==> config.mk <==
export PLATFORM = sky130hd
export DESIGN_NAME = shape_move_scheduler_flat
export DESIGN_NICKNAME = d
export VERILOG_FILES = /design/src/rtl/shape_move_scheduler_if.sv /design/src/rtl/shape_move_scheduler.sv /design/src/flat_wrapper.sv
export SDC_FILE = /design/constraint.sdc
export NUM_CORES = 1
export LEC_CHECK = 0
export ABC_AREA = 1
export ABC_CLOCK_PERIOD_IN_PS = 1950
export CAP_MARGIN = 20
export CELL_PAD_IN_SITES_DETAIL_PLACEMENT = 0
export CELL_PAD_IN_SITES_GLOBAL_PLACEMENT = 1
export CORE_UTILIZATION = 34
export DETAILED_ROUTE_END_ITERATION = 10
export HOLD_SLACK_MARGIN = 0.08
export PLACE_DENSITY = 0.84
export SYNTH_ARGS = -nofsm -noshare
export SYNTH_HDL_FRONTEND = slang
export SYNTH_SLANG_ARGS = --single-unit
==> constraint.sdc <==
create_clock -name iClk -period 1.95 [get_ports iClk]
set_clock_uncertainty 0.15 [all_clocks]
set_input_delay 0.195 -clock iClk [delete_from_list [all_inputs] [get_ports iClk]]
set_output_delay 0.195 -clock iClk [all_outputs]
set_load 0.1 [all_outputs]
==> src/rtl/shape_move_scheduler_if.sv <==
// Host absolute-position load port of shape_move_scheduler.
`timescale 1ns/1ps
interface shape_move_scheduler_if;
  logic       iHostValid;
  logic [9:0] iHostX;
  logic [9:0] iHostY;
  logic       oHostReady;

  modport master (output iHostValid, iHostX, iHostY, input oHostReady);
  modport slave  (input iHostValid, iHostX, iHostY, output oHostReady);
endinterface

==> src/rtl/shape_move_scheduler.sv <==
// Arbitrates host loads, push-button moves and the bouncing screensaver onto one clamped
// shape position. Define SHAPE_SCHED_HOST_EN to build the host load port.
`timescale 1ns/1ps
module shape_move_scheduler #(
  parameter int TICK_DIV   = 100000,
  parameter int X_MAX      = 580,
  parameter int Y_MAX      = 420,
  parameter int X_DEFAULT  = 290,
  parameter int Y_DEFAULT  = 210,
  parameter int SHAPE_SIZE = 60
) (
  input  logic                  iClk,
  input  logic                  iRstN,
  input  logic                  iPushUp,
  input  logic                  iPushDown,
  input  logic                  iPushLeft,
  input  logic                  iPushRight,
  input  logic                  iSaverEn,
  shape_move_scheduler_if.slave host,
  output logic [9:0]            oShapeX,
  output logic [9:0]            oShapeY,
  output logic [9:0]            oShapeSize,
  output logic [2:0]            oGrant,
  output logic                  oLEDUp,
  output logic                  oLEDDown,
  output logic                  oLEDLeft,
  output logic                  oLEDRight
);
  localparam int              CntW     = $clog2(TICK_DIV);
  localparam logic [CntW-1:0] TickLast = CntW'(TICK_DIV - 1);
  localparam logic [9:0]      XMax     = 10'(X_MAX);
  localparam logic [9:0]      YMax     = 10'(Y_MAX);

  localparam logic [1:0] sIdle   = 2'd0;
  localparam logic [1:0] sManual = 2'd1;
  localparam logic [1:0] sSaver  = 2'd2;

  logic [1:0]      state, nextState;
  logic [CntW-1:0] tickCnt;
  logic            tick, loadTaken, hostPulse, entering;
  logic [9:0]      posX, posY, stepX, stepY, nextX, nextY;
  logic            dirX, dirY, stepDirX, stepDirY;

`ifdef SHAPE_SCHED_HOST_EN
  logic hostReady;

  always_ff @(posedge iClk or negedge iRstN) begin
    if (!iRstN) begin
      hostReady <= 1'b0;
      hostPulse <= 1'b0;
    end else begin
      hostReady <= 1'b1;
      hostPulse <= loadTaken;
    end
  end

  assign host.oHostReady = hostReady;
  assign loadTaken       = host.iHostValid & hostReady;
`else
  logic unusedHost;
  assign unusedHost      = ^{host.iHostValid, host.iHostX, host.iHostY};
  assign host.oHostReady = 1'b0;
  assign loadTaken       = 1'b0;
  assign hostPulse       = 1'b0;
`endif

  assign tick     = (tickCnt == TickLast);
  assign entering = (nextState == sSaver) && (state != sSaver);

  // Pushes always win over the saver; evaluated every cycle.
  always_comb begin
    nextState = sIdle;
    if (iPushUp | iPushDown | iPushLeft | iPushRight)
      nextState = sManual;
    else if (iSaverEn)
      nextState = sSaver;
  end

  always_comb begin
    stepX    = posX;
    stepY    = posY;
    stepDirX = dirX;
    stepDirY = dirY;
    if (tick && state == sManual) begin
      if (iPushUp) begin
        if (posY != 10'd0) stepY = posY - 10'd1;
      end else if (iPushDown) begin
        if (posY < YMax) stepY = posY + 10'd1;
      end else if (iPushLeft) begin
        if (posX != 10'd0) stepX = posX - 10'd1;
      end else if (iPushRight) begin
        if (posX < XMax) stepX = posX + 10'd1;
      end
    end else if (tick && state == sSaver) begin
      // A boundary hit reverses direction and steps back in the same tick.
      if (dirX) begin
        if (posX >= XMax) begin
          stepDirX = 1'b0;
          stepX    = posX - 10'd1;
        end else begin
          stepX = posX + 10'd1;
        end
      end else begin
        if (posX == 10'd0) begin
          stepDirX = 1'b1;
          stepX    = posX + 10'd1;
        end else begin
          stepX = posX - 10'd1;
        end
      end
      if (dirY) begin
        if (posY >= YMax) begin
          stepDirY = 1'b0;
          stepY    = posY - 10'd1;
        end else begin
          stepY = posY + 10'd1;
        end
      end else begin
        if (posY == 10'd0) begin
          stepDirY = 1'b1;
          stepY    = posY + 10'd1;
        end else begin
          stepY = posY - 10'd1;
        end
      end
    end
  end

  always_comb begin
    nextX = stepX;
    nextY = stepY;
`ifdef SHAPE_SCHED_HOST_EN
    if (loadTaken) begin
      nextX = (host.iHostX > XMax) ? XMax : host.iHostX;
      nextY = (host.iHostY > YMax) ? YMax : host.iHostY;
    end
`endif
  end

  // A host load drops the coincident step and restarts the tick interval.
  always_ff @(posedge iClk or negedge iRstN) begin
    if (!iRstN) begin
      state   <= sIdle;
      tickCnt <= '0;
      posX    <= 10'(X_DEFAULT);
      posY    <= 10'(Y_DEFAULT);
      dirX    <= 1'b1;
      dirY    <= 1'b1;
    end else begin
      state   <= nextState;
      tickCnt <= (tick || loadTaken) ? '0 : tickCnt + CntW'(1);
      posX    <= nextX;
      posY    <= nextY;
      if (entering) begin
        dirX <= 1'b1;
        dirY <= 1'b1;
      end else if (!loadTaken) begin
        dirX <= stepDirX;
        dirY <= stepDirY;
      end
    end
  end

  always_ff @(posedge iClk or negedge iRstN) begin
    if (!iRstN) begin
      oLEDUp    <= 1'b0;
      oLEDDown  <= 1'b0;
      oLEDLeft  <= 1'b0;
      oLEDRight <= 1'b0;
    end else begin
      oLEDUp    <= (nextState == sSaver) | iPushUp;
      oLEDDown  <= (nextState == sSaver) | (iPushDown & ~iPushUp);
      oLEDLeft  <= (nextState == sSaver) | (iPushLeft & ~iPushUp & ~iPushDown);
      oLEDRight <= (nextState == sSaver) | (iPushRight & ~iPushUp & ~iPushDown & ~iPushLeft);
    end
  end

  always_comb begin
    oGrant = 3'b000;
    if (hostPulse)
      oGrant = 3'b100;
    else if (state == sManual)
      oGrant = 3'b010;
    else if (state == sSaver)
      oGrant = 3'b001;
  end

  assign oShapeX    = posX;
  assign oShapeY    = posY;
  assign oShapeSize = 10'(SHAPE_SIZE);
endmodule

==> src/flat_wrapper.sv <==
// flat-port wrapper written by rule: the top's interface ports become plain ports
module shape_move_scheduler_flat 
#(
  parameter int TICK_DIV   = 100000,
  parameter int X_MAX      = 580,
  parameter int Y_MAX      = 420,
  parameter int X_DEFAULT  = 290,
  parameter int Y_DEFAULT  = 210,
  parameter int SHAPE_SIZE = 60
)
  (iClk, iRstN, iPushUp, iPushDown, iPushLeft, iPushRight, iSaverEn, oShapeX, oShapeY, oShapeSize, oGrant, oLEDUp, oLEDDown, oLEDLeft, oLEDRight, host_iHostValid, host_iHostX, host_iHostY, host_oHostReady);
  shape_move_scheduler_if host_i ();
  input  logic iClk;
  input  logic iRstN;
  input  logic iPushUp;
  input  logic iPushDown;
  input  logic iPushLeft;
  input  logic iPushRight;
  input  logic iSaverEn;
  output logic [9:0] oShapeX;
  output logic [9:0] oShapeY;
  output logic [9:0] oShapeSize;
  output logic [2:0] oGrant;
  output logic oLEDUp;
  output logic oLEDDown;
  output logic oLEDLeft;
  output logic oLEDRight;
  input wire logic [$bits(host_i.iHostValid)-1:0] host_iHostValid;
  input wire logic [$bits(host_i.iHostX)-1:0] host_iHostX;
  input wire logic [$bits(host_i.iHostY)-1:0] host_iHostY;
  output wire logic [$bits(host_i.oHostReady)-1:0] host_oHostReady;
  assign host_i.iHostValid = host_iHostValid;
  assign host_i.iHostX = host_iHostX;
  assign host_i.iHostY = host_iHostY;
  assign host_oHostReady = host_i.oHostReady;
  shape_move_scheduler #(.TICK_DIV(TICK_DIV), .X_MAX(X_MAX), .Y_MAX(Y_MAX), .X_DEFAULT(X_DEFAULT), .Y_DEFAULT(Y_DEFAULT), .SHAPE_SIZE(SHAPE_SIZE)) u_core (.iClk(iClk), .iRstN(iRstN), .iPushUp(iPushUp), .iPushDown(iPushDown), .iPushLeft(iPushLeft), .iPushRight(iPushRight), .iSaverEn(iSaverEn), .host(host_i), .oShapeX(oShapeX), .oShapeY(oShapeY), .oShapeSize(oShapeSize), .oGrant(oGrant), .oLEDUp(oLEDUp), .oLEDDown(oLEDDown), .oLEDLeft(oLEDLeft), .oLEDRight(oLEDRight));
endmodule
==> metrics.md <==
| Metric | Value |
|---|---|
| Global route total overflow | `0` |
| Total GRT Usage | `0.182` |
| Core region area | `10400 sq um` |
| Non-filler instance count after layout | `786` |
| Largest net degree at the start of global routing | `46` |
| Count of synthesis-stage warnings from yosys | `0` |
| Area added between synthesis and finish | `36.8%` |
| CTS sink cnt | `45` |
| Die Y-Extent | `106 microns` |
| Crit path largest cell delay | `0.64 ns` |
| Time the final worst path needs with I/O delays and setup | `1.94 ns` |
| Total wire length | `9640 microns` |
| Main combinational cell family by area after synthesis | `simple AND/OR/NAND/NOR gates` |
| Clock H-tree levels | `2` |
| Ranking of synthesized cells by instance count | `186 x nand2_1, 63 x nor2_1, 62 x inv_1` |
| Sequential-to-total area share from yosys stat | `0.307` |
| Switching part of the total power | `0.298` |
| Cell with the largest stage delay on the worst path | `dfstp_4` |
| Share of cell area taken by muxes after synthesis | `0` |
| Number of global-route vias before repair | `3604` |
| Fraction of met2 tracks used by global routing | `0.309` |
| Combined area of all synthesized cells | `3700 sq um` |
| Start-to-end type of the worst setup path | `reg -> reg` |
| Clock network power share | `0.378` |
| Length in cells of the worst reg-to-reg path | `12` |
| Core Rows | `37` |
| Most instantiated library cell after synthesis | `nand2_1` |
| #FFs+latches synth | `45` |
| Sequential share of power | `0.502` |
| Crit path required time | `2.04 ns` |
| HP Class | `in -> async` |
| Internal cell power | `1310 uW` |
| CTS root buffer | `clkbuf_8` |
| Port bufs | `32` |
| Overall via count from detail_route | `3707` |
| Biggest area consumer among synthesized cells | `dfrtp_1` |
| Startpoint kind of the worst setup timing path | `flip-flop` |
| MaxCap Viol Count | `0` |
| Share of synthesized cell area in and, or, nand and nor gates | `0.427` |
| Clock transition at the registers of the reported paths | `0.10 ns` |
| Routed wire per std cell | `12.3 microns` |
| Reg-to-reg critical path startpoint | `u_core.oShapeY[1]$_DFFE_PN1P_` |
| Pre-CTS WS | `-0.0375 ns` |
| Unrepaired setup endpoints after global routing | `yes` |
| Post-Syn Instances | `567` |
| Post-synthesis cell type count | `36` |
| Fill cell total of the finished layout | `1016` |
| Total die area | `11300 sq um` |
| Final critical-path setup slack | `0.00784 ns` |
| Share of post-route cells with drive strength above 1 | `0.294` |
| Clock Tree Buf Depth | `2` |
| Result of the run | `finished clean` |
| Chip Width | `106 microns` |
| Largest delay share family, worst path | `flip-flops` |
| I/O pin total | `66` |
| # setup viols final | `0` |
| Max rail drop VDD | `262 uV` |
| Num CTS Buffers | `5` |
| Leakage power | `0.00252 uW` |
| Most congested layer reported by global routing | `met2` |
| Overall Power | `1870 uW` |
| Biggest fanout along the worst timing path | `4` |
| Dominant cells by area after synthesis | `dfrtp_1 24%, nand2_1 19%, dfstp_2 6.4%` |
| Placed Instances | `772` |
| Total negative setup slack | `0 ns` |
| Global placement routability congestion | `0.859` |
| Power dissipated by switching net loads | `557 uW` |
| First-pass GRT wire length | `16600 microns` |
| First-pass detailed-route iteration total | `4` |
| Final count of hold timing violations | `0` |
| Final worst-path cycle share | `0.996` |
| Post-synth EDFFs | `0` |
| Worst Path Arrival | `2.03 ns` |
| Clock latency at the later pin of the worst-skew pair | `0.30 ns` |
| Cell Chain, Critical Path | `inv_2, ha_4, inv_2, nor2_4, nand3_2, nor2_2, nand3_1, nand3_2, buf_4, nand3b_1, nand2_1, a21oi_1` |
| ANT cells | `0` |
| Fin. max-slew vios | `0` |
| Achievable clock frequency | `515 MHz` |
| Share of async-settable or async-resettable flops after synthesis | `1.00` |
| Count of buffer and inverter cells on the critical path | `3` |
| Logic pwr share | `0.119` |
| Power density over the cells | `369 nW/um^2` |
| Count of antenna-violating nets left after detailed routing | `0` |
| Met3 global-route usage | `0.0251` |
| Share of Yosys cell area claimed by the top area cell type | `0.243` |
| Synth Area per Inst | `6.53 sq um` |
| Most used flip-flop cell after synthesis | `dfrtp_1` |
| Hpwl dp | `7480 microns` |
| Global-route met1 utilization | `0.248` |
| Adder-Cell Fraction of Synth Area | `0.0169` |
| Post-synthesis share of cell area spent on xor and xnor gates | `0.0612` |
| CTS tree | `done` |
| Number of DRC violations after detailed routing | `0` |
| Synth Area in Compound Gates | `0.0693` |
| Worst flop-to-flop path endpoint | `u_core.oShapeY[1]$_DFFE_PN1P_` |
| R2R Setup Slk | `0.008 ns` |
| Initial detailed-routing violation count | `152` |
| Initial Utilization | `0.355` |
| Antenna violations before repair | `0` |
| Endpoint kind of the worst setup timing path | `flip-flop` |
| Number of nets at the end of the flow | `682` |
| Number of vias per cell | `4.72` |
## routing by layer
layer	up-vias	wire, microns
met5	-	0
met1	1703	4590
met4	0	97
li1	1931	-
met2	65	4670
met3	8	279
## timing repair
item | CTS | global route
hold buffers | 1 | 0
endpoints found under the hold margin | 45 | 0
resized for setup | 5 | 15
pin swaps | 4 | 4
setup endpoints to repair | 14 | 20
setup buffers | 3 | 2
## stage by stage
step	utilization	hold WS (ns)	area (sq um)
5_1_grt	0.486	0.258	5060
3_5_place_dp	0.463	0.0580	4820
6_report	0.486	0.246	5060
3_3_place_gp	0.463	0.0471	4820
4_1_cts	0.479	0.258	4990
2_1_floorplan	-	-0.251	3930
## kinds of logic (layout without fill, tap and decap cells)
kind of cell	Yosys count	after routing
AO/OA/AOI/OAI	47	47
XOR/XNOR	25	25
adder cells (fa/ha/maj)	5	5
buffers and inverters	95	168
flip-flops	45	45
other	2	12
AND/OR/NAND/NOR	348	348
## registers in the layout (all words and copies together) (netlist names)
| signal | count |
|---|---|
| u_core.oLEDRight | 1 |
| u_core.oLEDUp | 1 |
| u_core.oShapeX | 10 |
| u_core.oLEDDown | 1 |
| u_core.oShapeY | 10 |
| u_core.oLEDLeft | 1 |
| u_core.dirX | 1 |
| u_core.tickCnt | 17 |
| u_core.dirY | 1 |
| u_core.state | 2 |
## cell usage in the layout (no fill, tap or decap), types with 3 or more instances in the layout
master and instances:
nand3b_1 5, dfrtp_2 6, xor2_1 21, nor2_4 6
dfstp_4 7, nor3_1 5, nor4_1 3, nand3_1 36
inv_1 52, buf_12 22, nand3_4 3, a21oi_1 15
buf_4 62, nor2_1 54, nand2_4 6, inv_2 10
nor3_2 3, nand2_2 12, dfrtp_1 23, nor2_2 9
nand2_1 179, clkdlybuf4s50_1 5, inv_6 3, nand3_2 11
o211ai_1 4, clkbuf_8 5, o21ai_0 21, dfrtp_4 7
conb_1 12, nand4_1 15
## power by group through the flow
stage | clock network [uW] | registers, uW | logic [uW]
floorplan | 0 | 990 | 147
finish | 707 | 939 | 223
detailed placement | 0 | 957 | 222
global placement | 0 | 957 | 221
global route | 768 | 940 | 234
CTS | 730 | 939 | 224
## worst reg2reg max path, stage by stage, from the launching register on
cell and delay [ns]:
dfstp_4 0.64, inv_2 0.05, ha_4 0.15, inv_2 0.07, nor2_4 0.04, nand3_2 0.07
nor2_2 0.05, nand3_1 0.09, nand3_2 0.14, buf_4 0.18, nand3b_1 0.07, nand2_1 0.06
a21oi_1 0.12
## worst max-delay path by stage
stage               slack [ns]  cells past startpoint                             to                           from
finish                   0.008                     12  u_core.oShapeY[1]$_DFFE_PN1P_  u_core.oShapeY[1]$_DFFE_PN1P_
global placement         -0.01                     13  u_core.oShapeX[6]$_DFFE_PN0P_  u_core.oShapeX[1]$_DFFE_PN1P_
detailed placement       -0.04                     12  u_core.oShapeY[3]$_DFFE_PN0P_    u_core.tickCnt[0]$_DFF_PN0_
CTS                      0.003                     12  u_core.oShapeY[3]$_DFFE_PN0P_    u_core.tickCnt[0]$_DFF_PN0_
global route             -0.12                     12  u_core.oShapeY[2]$_DFFE_PN0P_    u_core.tickCnt[0]$_DFF_PN0_
floorplan                -0.14                     10  u_core.oShapeX[0]$_DFFE_PN0P_  u_core.oShapeX[8]$_DFFE_PN1P_
## cell type report
cell class,count,area [sq um],area share
Multi-Input combinational cell,437,2330,0.461
Sequential cell,45,1200,0.237
Timing Repair Buffer,91,971,0.192
Inverter,69,280,0.0554
Tap cell,136,170,0.0336
Clock buffer,6,93.8,0.0185
Clock inverter,2,17.5,0.00346
Note: power is estimated with default switching activity, not from simulation.
